--- config.mk ---
export PLATFORM = sky130hd
export DESIGN_NAME = instr_fetch_unit
export DESIGN_NICKNAME = d
export VERILOG_FILES = /design/src/rtl/instr_fetch_unit.sv
export SDC_FILE = /design/constraint.sdc
export NUM_CORES = 1
export LEC_CHECK = 0
export ABC_AREA = 1
export ABC_CLOCK_PERIOD_IN_PS = 2300
export CAP_MARGIN = 20
export CORE_MARGIN = 2
export CORE_UTILIZATION = 46
export CTS_CLUSTER_SIZE = 40
export DETAILED_ROUTE_END_ITERATION = 16
export HOLD_SLACK_MARGIN = 0.03
export PLACE_DENSITY = 0.74
export SYNTH_ARGS = -nofsm -noshare
export SYNTH_HDL_FRONTEND = slang
export SYNTH_SLANG_ARGS = --single-unit
--- constraint.sdc ---
create_clock -name clk -period 2.3 [get_ports clk]
set_input_delay 0.69 -clock clk [delete_from_list [all_inputs] [get_ports clk]]
set_output_delay 0.69 -clock clk [all_outputs]
set_load 0.02 [all_outputs]
--- src/rtl/instr_fetch_unit.sv ---
// Instruction fetch stage: owns the PC, runs a single-outstanding req/ack read to imem, buffers one instruction for decode.
// Optional PC_ALIGN_CHECK_EN adds a sticky misaligned flag and a halt state; without it targets are forced word-aligned.
module instr_fetch_unit #(
    parameter logic [31:0] RESET_PC = 32'h0000_0000
) (
    input  logic        clk,
    input  logic        rst,
    input  logic [1:0]  PCSrc,
    input  logic [31:0] ImmOp,
    input  logic        flush,
    input  logic [31:0] flush_pc,
    output logic        imem_req,
    output logic [31:0] imem_addr,
    input  logic        imem_ack,
    input  logic [31:0] imem_rdata,
    output logic [31:0] instr,
    output logic [31:0] instr_pc,
    output logic        instr_valid,
    input  logic        instr_ready,
    output logic        misaligned,
    output logic [1:0]  state_dbg
);

`ifdef PC_ALIGN_CHECK_EN
    typedef enum logic [1:0] {S_BOOT, S_REQ, S_WAIT, S_HALT} state_t;
`else
    typedef enum logic [1:0] {S_BOOT, S_REQ, S_WAIT} state_t;
`endif

    state_t      state, state_d;
    logic [31:0] fetch_pc, fetch_pc_d;
    logic        kill, kill_d;
    logic        valid_d;
    logic [31:0] instr_d, instr_pc_d;
    logic [31:0] target, flush_tgt;
    logic        redirect, accept, addr_hold;
`ifdef PC_ALIGN_CHECK_EN
    logic        mis_q, mis_d;
`endif

    assign accept    = instr_valid & instr_ready;
    // The address must not move while a request is waiting for its ack.
    assign addr_hold = (state == S_REQ) && !imem_ack;
    assign state_dbg = state;

    always_comb begin
        redirect = 1'b0;
        target   = instr_pc + 32'd4;
        case (PCSrc)
            2'b01: begin target = instr_pc + ImmOp; redirect = 1'b1; end
            2'b10: begin target = ImmOp;            redirect = 1'b1; end
            default: ;
        endcase
        flush_tgt = flush_pc;
`ifndef PC_ALIGN_CHECK_EN
        target[1:0]    = 2'b00;
        flush_tgt[1:0] = 2'b00;
`endif
    end

    always_comb begin
        state_d    = state;
        fetch_pc_d = fetch_pc;
        kill_d     = kill;
        valid_d    = instr_valid;
        instr_d    = instr;
        instr_pc_d = instr_pc;
`ifdef PC_ALIGN_CHECK_EN
        mis_d      = mis_q;
`endif
        if (flush) begin
            fetch_pc_d = flush_tgt;
            valid_d    = 1'b0;
            state_d    = S_REQ;
            kill_d     = (state == S_REQ) && !imem_ack;
`ifdef PC_ALIGN_CHECK_EN
            mis_d = (flush_pc[1:0] != 2'b00);
            // A bad restart with a read still in flight halts once that read drains.
            if (mis_d && !kill_d) state_d = S_HALT;
`endif
        end else begin
            case (state)
                S_BOOT: state_d = S_REQ;
                S_REQ: begin
                    if (imem_ack) begin
                        if (kill) begin
                            kill_d = 1'b0;
`ifdef PC_ALIGN_CHECK_EN
                            if (mis_q) state_d = S_HALT;
`endif
                        end else begin
                            valid_d    = 1'b1;
                            instr_d    = imem_rdata;
                            instr_pc_d = fetch_pc;
                            state_d    = S_WAIT;
                        end
                    end
                end
                S_WAIT: begin
                    if (accept) begin
                        valid_d    = 1'b0;
                        fetch_pc_d = target;
                        state_d    = S_REQ;
`ifdef PC_ALIGN_CHECK_EN
                        if (redirect && (target[1:0] != 2'b00)) begin
                            mis_d   = 1'b1;
                            state_d = S_HALT;
                        end
`endif
                    end
                end
                default: ;
            endcase
        end
    end

    always_ff @(posedge clk) begin
        if (rst) begin
            state       <= S_BOOT;
            fetch_pc    <= RESET_PC;
            kill        <= 1'b0;
            instr_valid <= 1'b0;
            instr       <= 32'h0;
            instr_pc    <= 32'h0;
            imem_req    <= 1'b0;
            imem_addr   <= RESET_PC;
`ifdef PC_ALIGN_CHECK_EN
            mis_q       <= 1'b0;
`endif
        end else begin
            state       <= state_d;
            fetch_pc    <= fetch_pc_d;
            kill        <= kill_d;
            instr_valid <= valid_d;
            instr       <= instr_d;
            instr_pc    <= instr_pc_d;
            imem_req    <= (state_d == S_REQ);
            if (!addr_hold) imem_addr <= fetch_pc_d;
`ifdef PC_ALIGN_CHECK_EN
            mis_q       <= mis_d;
`endif
        end
    end

`ifdef PC_ALIGN_CHECK_EN
    assign misaligned = mis_q;
`else
    assign misaligned = 1'b0;
    logic unused_redirect;
    assign unused_redirect = redirect;
`endif

endmodule

==> reports/metrics.cfg, run 1 <==
[critical_path]
required_ns=1.61
worstPathArrival_ns=1.59
crit_chain=buf_4 > clkdlybuf4s50_1
path_class=reg2out
r2r-end=imem_addr[11]
startpoint_type=flip-flop
cp_slowest_cell=clkdlybuf4s50_1
worstPathMaxFanout=5
ff2ff_path_depth=15
r2r_slack_ns=0.08
crit_path_end=instr_pc[5]
slowest_delay_ns=0.60
critPathLaunch=instr_pc[5]
endpoint_kind=output pin
r2r-start=instr_pc[4]

[run_status]
status=finished, final reports clean

[sta]
drv_slew=0
layout_min_cycle_time_ns=2.28
hold_viol=0
rsz0062_at_grt=yes
fin_skew_ns=0.00896
max_freq_mhz=438
setup_violations=0
min_period_over_period_pct=99.2
whs_ns=0.460
finalWorstSetupSlack_ns=0.0186
setup_tns_ns=0

[logic_synthesis]
synth_compound_gate_area_share_pct=19.4
synth_area_sq_um=8470
synth_xor_area_share_pct=1.34
syn_avg_cell_area_sq_um=6.19
synthTopCellsByCount=nand2_1, nor2_1, inv_1
synth_top_family_by_area=simple AND/OR/NAND/NOR gates
post_synth_and_or_nand_nor_area_fraction_pct=32.6
syn_inst=1368
synth_top_flop_cell=dfxtp_1
synthAdderAreaFrac_pct=4.88
yosys.area.top_type_share_pct=31.4
syn_nets=1504
synth_warnings=0
ys_async_sr_fraction_pct=0
ys_types=41
synthMuxAreaShare_pct=0
yosysTopAreaCell=dfxtp_1
synth_seq_area_share_pct=31.4
synth_edf_count=0
synth.most_common_cell=nand2_1
synth_seq_cells=133
netlist_top_cells_area=dfxtp_1, nand2_1, a21oi_1

[final_layout]
drive_above_1_share_pct=25.5
n_antenna_cell=0
fin_nets=1834
layout-area-overhead-vs-synth_pct=57.8

[die]
rows=49
start_util_pct=47.0
design.die.area_sq_um=19500
fp.dieW_um=140
die_h_um=140
core_area_sq_um=18000
ios=204

[clock_tree]
insertion_delay_ns=0.42
cts_tree=built
ctsHoldBuffers=0
clk_pin_slew_ns=0.06
numCtsBuffers=17
clockBufferDepth=2
cts-root-buf=clkbuf_16
cts_sinks=133
cts.htree.levels=4

[route]
route.detailed.drc=0
firstDrtPassIters=6
routed_wl_um=33100
wl_per_cell_um=17.0
num_vias=10400
drt-vias-per-instance=5.37
drtIter0Drc=863
ant_nets=0

[power_and_ir_drop]
seqPwrFrac_pct=34.9
p_sw_share_pct=31.3
p_switching_mw=2.28
p_leak_nw=6.25
power_frac_clock_pct=37.4
intPower_mw=5.01
p_comb_share_pct=27.7
cellPowerDensity_nw_per_um2=546
vdd_drop_max_uv=530

[grt]
antenna_found_initial=0
busiest_layer=met2
grt_pass1_wl_um=50400
grt_pass1_vias=9861
grt_max_degree=63
grt_use_met1_pct=43.3
grt_use_met2_pct=51.5
grt_overflow=0
use_met3_pct=6.99
grt_usage_pct=32.0

[placed_design]
io_buffers=200
pre_cts_slack_ns=-0.848
gp_congestion=1.00
dp_hpwl_um=24200

[min_path]
hp-class=reg2reg

[job]
maxCapViolCount=0

what timing repair did:
| action | CTS | global route |
|---|---|---|
| pin swaps | 24 | 72 |
| setup buffers | 4 | 7 |
| setup endpoints to repair | 56 | 67 |
| resized for setup | 128 | 200 |
| hold endpoints to repair | 0 | 0 |
through the flow:
| step | utilization [%] | cell area [sq um] | instances | total power, mW |
|---|---|---|---|---|
| 6_report | 74.1 | 13400 | 1940 | 7.29 |
| 5_1_grt | 74.1 | 13400 | 1940 | 7.57 |
| 4_1_cts | 71.3 | 12900 | 1933 | 7.13 |
| 3_5_place_dp | 65.3 | 11800 | 1897 | 4.32 |
| 3_3_place_gp | 65.3 | 11800 | 1897 | 4.30 |
| 2_1_floorplan | - | 8470 | 1368 | 3.42 |
power groups by stage:
stage	sequential, mW	clock [mW]	combinational, mW
after detailed placement	2.58	0	1.74
after CTS	2.54	2.74	1.85
after global placement	2.57	0	1.73
after global routing	2.56	2.84	2.16
final	2.55	2.72	2.02
after floorplan	2.71	0	0.708
per-layer routing:
metal	routed length, um	part of all wire [%]	up-vias
li1	-	-	5094
met1	14100	43	4725
met5	0	0	-
met2	15000	46	530
met3	3080	9.3	68
met4	789	2.4	0
kinds of logic (layout without fill, tap and decap cells):
| logic type | Yosys count | after routing |
|---|---|---|
| simple gates | 659 | 659 |
| fa+ha+maj | 33 | 33 |
| buf+inv | 215 | 558 |
| compound gates | 314 | 314 |
| other cells | 1 | 1 |
| xor+xnor | 13 | 13 |
| flops | 133 | 133 |
flip-flops by register name, indices dropped and copies added (netlist names):
| signal | cells |
|---|---|
| imem_req | 1 |
| fetch_pc | 32 |
| kill | 1 |
| instr | 32 |
| instr_pc | 32 |
| imem_addr | 32 |
| state_dbg | 2 |
| instr_valid | 1 |
worst min path at each step:
stage / start / endpoint / slack (ns) / cells past startpoint
floorplan: fetch_pc[15] / instr_pc[15] / 0.42 / 2
global placement: fetch_pc[6] / instr_pc[6] / 0.44 / 2
detailed placement: fetch_pc[4] / instr_pc[4] / 0.44 / 2
CTS: fetch_pc[4] / instr_pc[4] / 0.45 / 2
global route: fetch_pc[28] / instr_pc[28] / 0.47 / 2
finish: fetch_pc[6] / instr_pc[6] / 0.46 / 2
placed cells by master, fill, tap and decap left out, drive strengths merged, types with 12 or more instances in the layout:
cell type	count
ha	33
clkbuf	38
inv	162
buf	167
dlymetal6s2s	12
nand3	66
nor2	206
dfxtp	133
dlygate4sd2	19
clkdlybuf4s50	146
nor3	13
nand2	337
a21oi	153
o21ai	132
critical path, delay by kind of cell (launching register included):
family	cells	cell delay [ns]
buffers and inverters	2	0.77
flip-flops	1	0.40
layout make-up:
| cell class | count | area [sq um] |
|---|---|---|
| tap | 229 | 287 |
| timing repair buffer | 367 | 3280 |
| clock buffer | 18 | 439 |
| inverter | 159 | 597 |
| multi-input combinational | 1020 | 5940 |
| fill | 1447 | 4670 |
| sequential | 133 | 2670 |
| clock inverter | 14 | 151 |
(Power assumes the default switching activity.)
==> run 2: changes to the inputs <==
CAP_MARGIN = 0   (was 20)
==> results of run 2 <==
Same layout as run 1: the final DEF is identical, and so are final timing and power.
==> run 3: changes to the inputs <==
SKIP_CTS_REPAIR_TIMING = 1   (was unset)
==> run 3 against run 2 <==
The flow now finishes with violations (setup timing); first-iteration DRC count is 4.9% higher; core utilization grew 0.16 points; sequential share of layout area is essentially flat; via count rose by 0.24%; clock power about the same; largest cell class unchanged; critical endpoint is now imem_addr[13].
==> reports/metrics.cfg, run 3 (synthesized netlist as in run 1, its figures left out) <==
[critical_path]
crit_family=compound AO/OA/AOI/OAI gates
startpoint_type=input pin
cp_slowest_cell=ha_4
worstPathArrival_ns=2.65  ; +1.06 ns
ff2ff_path_depth=13  ; -2
cp_common_cell=nand2_1
crit_buf_inv=2  ; unchanged
required_ns=2.61  ; +1.00 ns
path_class=in2reg
crit_chain=dlymetal6s2s_1 > ha_4 > nand2_1 > nand2_1 > nand2_1 > nand3_2 > a21oi_2 > nand3b_1 > nand3_1 > nand2_1 > o211ai_1 > o211ai_1 > o21ai_1 > inv_1
critical_path_depth=14  ; +12
slowest_delay_ns=0.27  ; -0.33 ns
worstPathMaxFanout=5  ; unchanged
endpoint_kind=flip-flop

[die]
ios=204  ; unchanged
design.die.area_sq_um=19500  ; unchanged
core_area_sq_um=18000  ; unchanged
fp.dieW_um=140  ; unchanged
rows=49  ; unchanged
die_h_um=140  ; unchanged
start_util_pct=47.0  ; unchanged

[clock_tree]
clk_pin_slew_ns=0.06  ; about the same
insertion_delay_ns=0.42  ; about the same
cts.htree.levels=4  ; unchanged
cts_sinks=133  ; unchanged
cts-root-buf=clkbuf_16
cts_tree=built
numCtsBuffers=17  ; unchanged
clockBufferDepth=2  ; unchanged

[grt]
grt_usage_pct=30.9  ; -1.1 points
grt_max_degree=63  ; unchanged
grt_overflow=0  ; unchanged
grt_pass1_vias=9586  ; -2.8%
grt_pass1_wl_um=48700  ; -3.4%
antenna_found_initial=0  ; unchanged

[power_and_ir_drop]
cellPowerDensity_nw_per_um2=541  ; -0.78%
vdd_drop_max_uv=531  ; +0.20%
p_leak_nw=6.61  ; +5.7%

[final_layout]
final_common_cell=nand2_1
seq_area_sq_um=2670  ; about the same
drive_above_1_share_pct=22.8  ; -2.8 points
nFillCells=1462  ; +1.0%
n_antenna_cell=0  ; unchanged
final_cell_mix=nand2_1, nor2_1, buf_4, inv_1, clkdlybuf4s50_1
layout-area-overhead-vs-synth_pct=58.1
multi_input_area_sq_um=5790  ; -2.5%
final_util_pct=74.3  ; +0.16 points
fin_nets=1830  ; -0.22%

[sta]
setup_violations=1  ; +1
drv_slew=0  ; unchanged
min_period_over_period_pct=102  ; +2.4 points
fin_skew_ns=0.00939  ; +0.000426 ns
max_freq_mhz=428  ; -2.4%
rsz0062_at_grt=yes
layout_min_cycle_time_ns=2.34  ; +0.0559 ns
finalWorstSetupSlack_ns=-0.0374  ; -0.0559 ns
whs_ns=0.459  ; -0.00102 ns
hold_viol=0  ; unchanged

[placed_design]
io_buffers=200  ; unchanged
dp_hpwl_um=24200  ; unchanged
gp_congestion=1.00  ; unchanged

[job]
maxCapViolCount=0  ; unchanged

[route]
ant_nets=0  ; unchanged
drtIter0Drc=905  ; +4.9%
route.detailed.drc=0  ; unchanged
drt-vias-per-instance=5.39  ; +0.45%
routed_wl_um=33000  ; about the same
firstDrtPassIters=5  ; -1
wl_per_cell_um=17.1  ; +0.15%
num_vias=10400  ; +0.24%

[min_path]
hp-class=reg2reg
whs_path_depth=2  ; unchanged

[run_status]
status=finished with violations
failed_checks=setup timing

-- run 3: cell types whose count changed in the layout (fill, tap and decap cells not counted), moves of 5 or more --
| cell | change |
|---|---|
| a21oi_1 | +6 |
| clkbuf_2 | -16 |
| dlygate4sd2_1 | -19 |
| dlymetal6s2s_1 | +40 |
| nand2_1 | +19 |
| nand2_2 | -14 |
| nand2_4 | -5 |
| nor2_4 | -5 |
-- run 3: per-layer routing --
metal / wire (um) / global-route usage [%] / up-vias
met5: 0 / 0 / -
met4: 846 / 9.26 / 0
met3: 3240 / 7.50 / 76
met2: 14900 / 49.0 / 553
met1: 14000 / 41.9 / 4729
li1: - / - / 5084
-- run 3: per-stage QoR --
step | setup WS (ns) | instances | area [sq um] | setup TNS (ns) | total power, mW
after global placement | -0.861 | 1897 | 11800 | -38.58 | 4.30
final | -0.0374 | 1936 | 13400 | -0.0374 | 7.25
after detailed placement | -0.848 | 1897 | 11800 | -40.97 | 4.32
after global routing | -0.154 | 1936 | 13400 | -0.992 | 7.53
after floorplan | 0.0552 | 1368 | 8470 | 0 | 3.42
after CTS | -0.416 | 1929 | 12400 | -15.46 | 7.03
-- run 3: area by class of cell --
class / instances / area share, %
well taps: 229 / 2.14
clock inverters: 14 / 1.13
repair buffers: 363 / 25.8
inverters: 159 / 4.46
flip-flops and latches: 133 / 19.9
clock buffers: 18 / 3.28
multi-input cells: 1020 / 43.3
-- run 3: final timing paths --
check              start       endpoint  slack (ns)
min reg2reg  fetch_pc[4]    instr_pc[4]        0.46
max             ImmOp[6]  imem_addr[13]       -0.04
min          fetch_pc[4]    instr_pc[4]        0.46
max reg2reg  instr_pc[6]  imem_addr[13]        0.05
-- run 3: worst register-to-register path: stages, from the launching register on --
cell and delay, ns:
dfxtp_1 0.39, ha_4 0.24, nand2_1 0.06, nand2_1 0.08
nand2_1 0.09, nand3_2 0.10, a21oi_2 0.26, nand3b_1 0.15
nand3_1 0.12, nand2_1 0.11, o211ai_1 0.15, o211ai_1 0.17
o21ai_1 0.16, inv_1 0.05
-- run 3: power by group --
| group | switching (mW) | internal [mW] |
|---|---|---|
| clock network | 1.08 | 1.63 |
| logic | 1.06 | 0.918 |
| registers | 0.0975 | 2.45 |
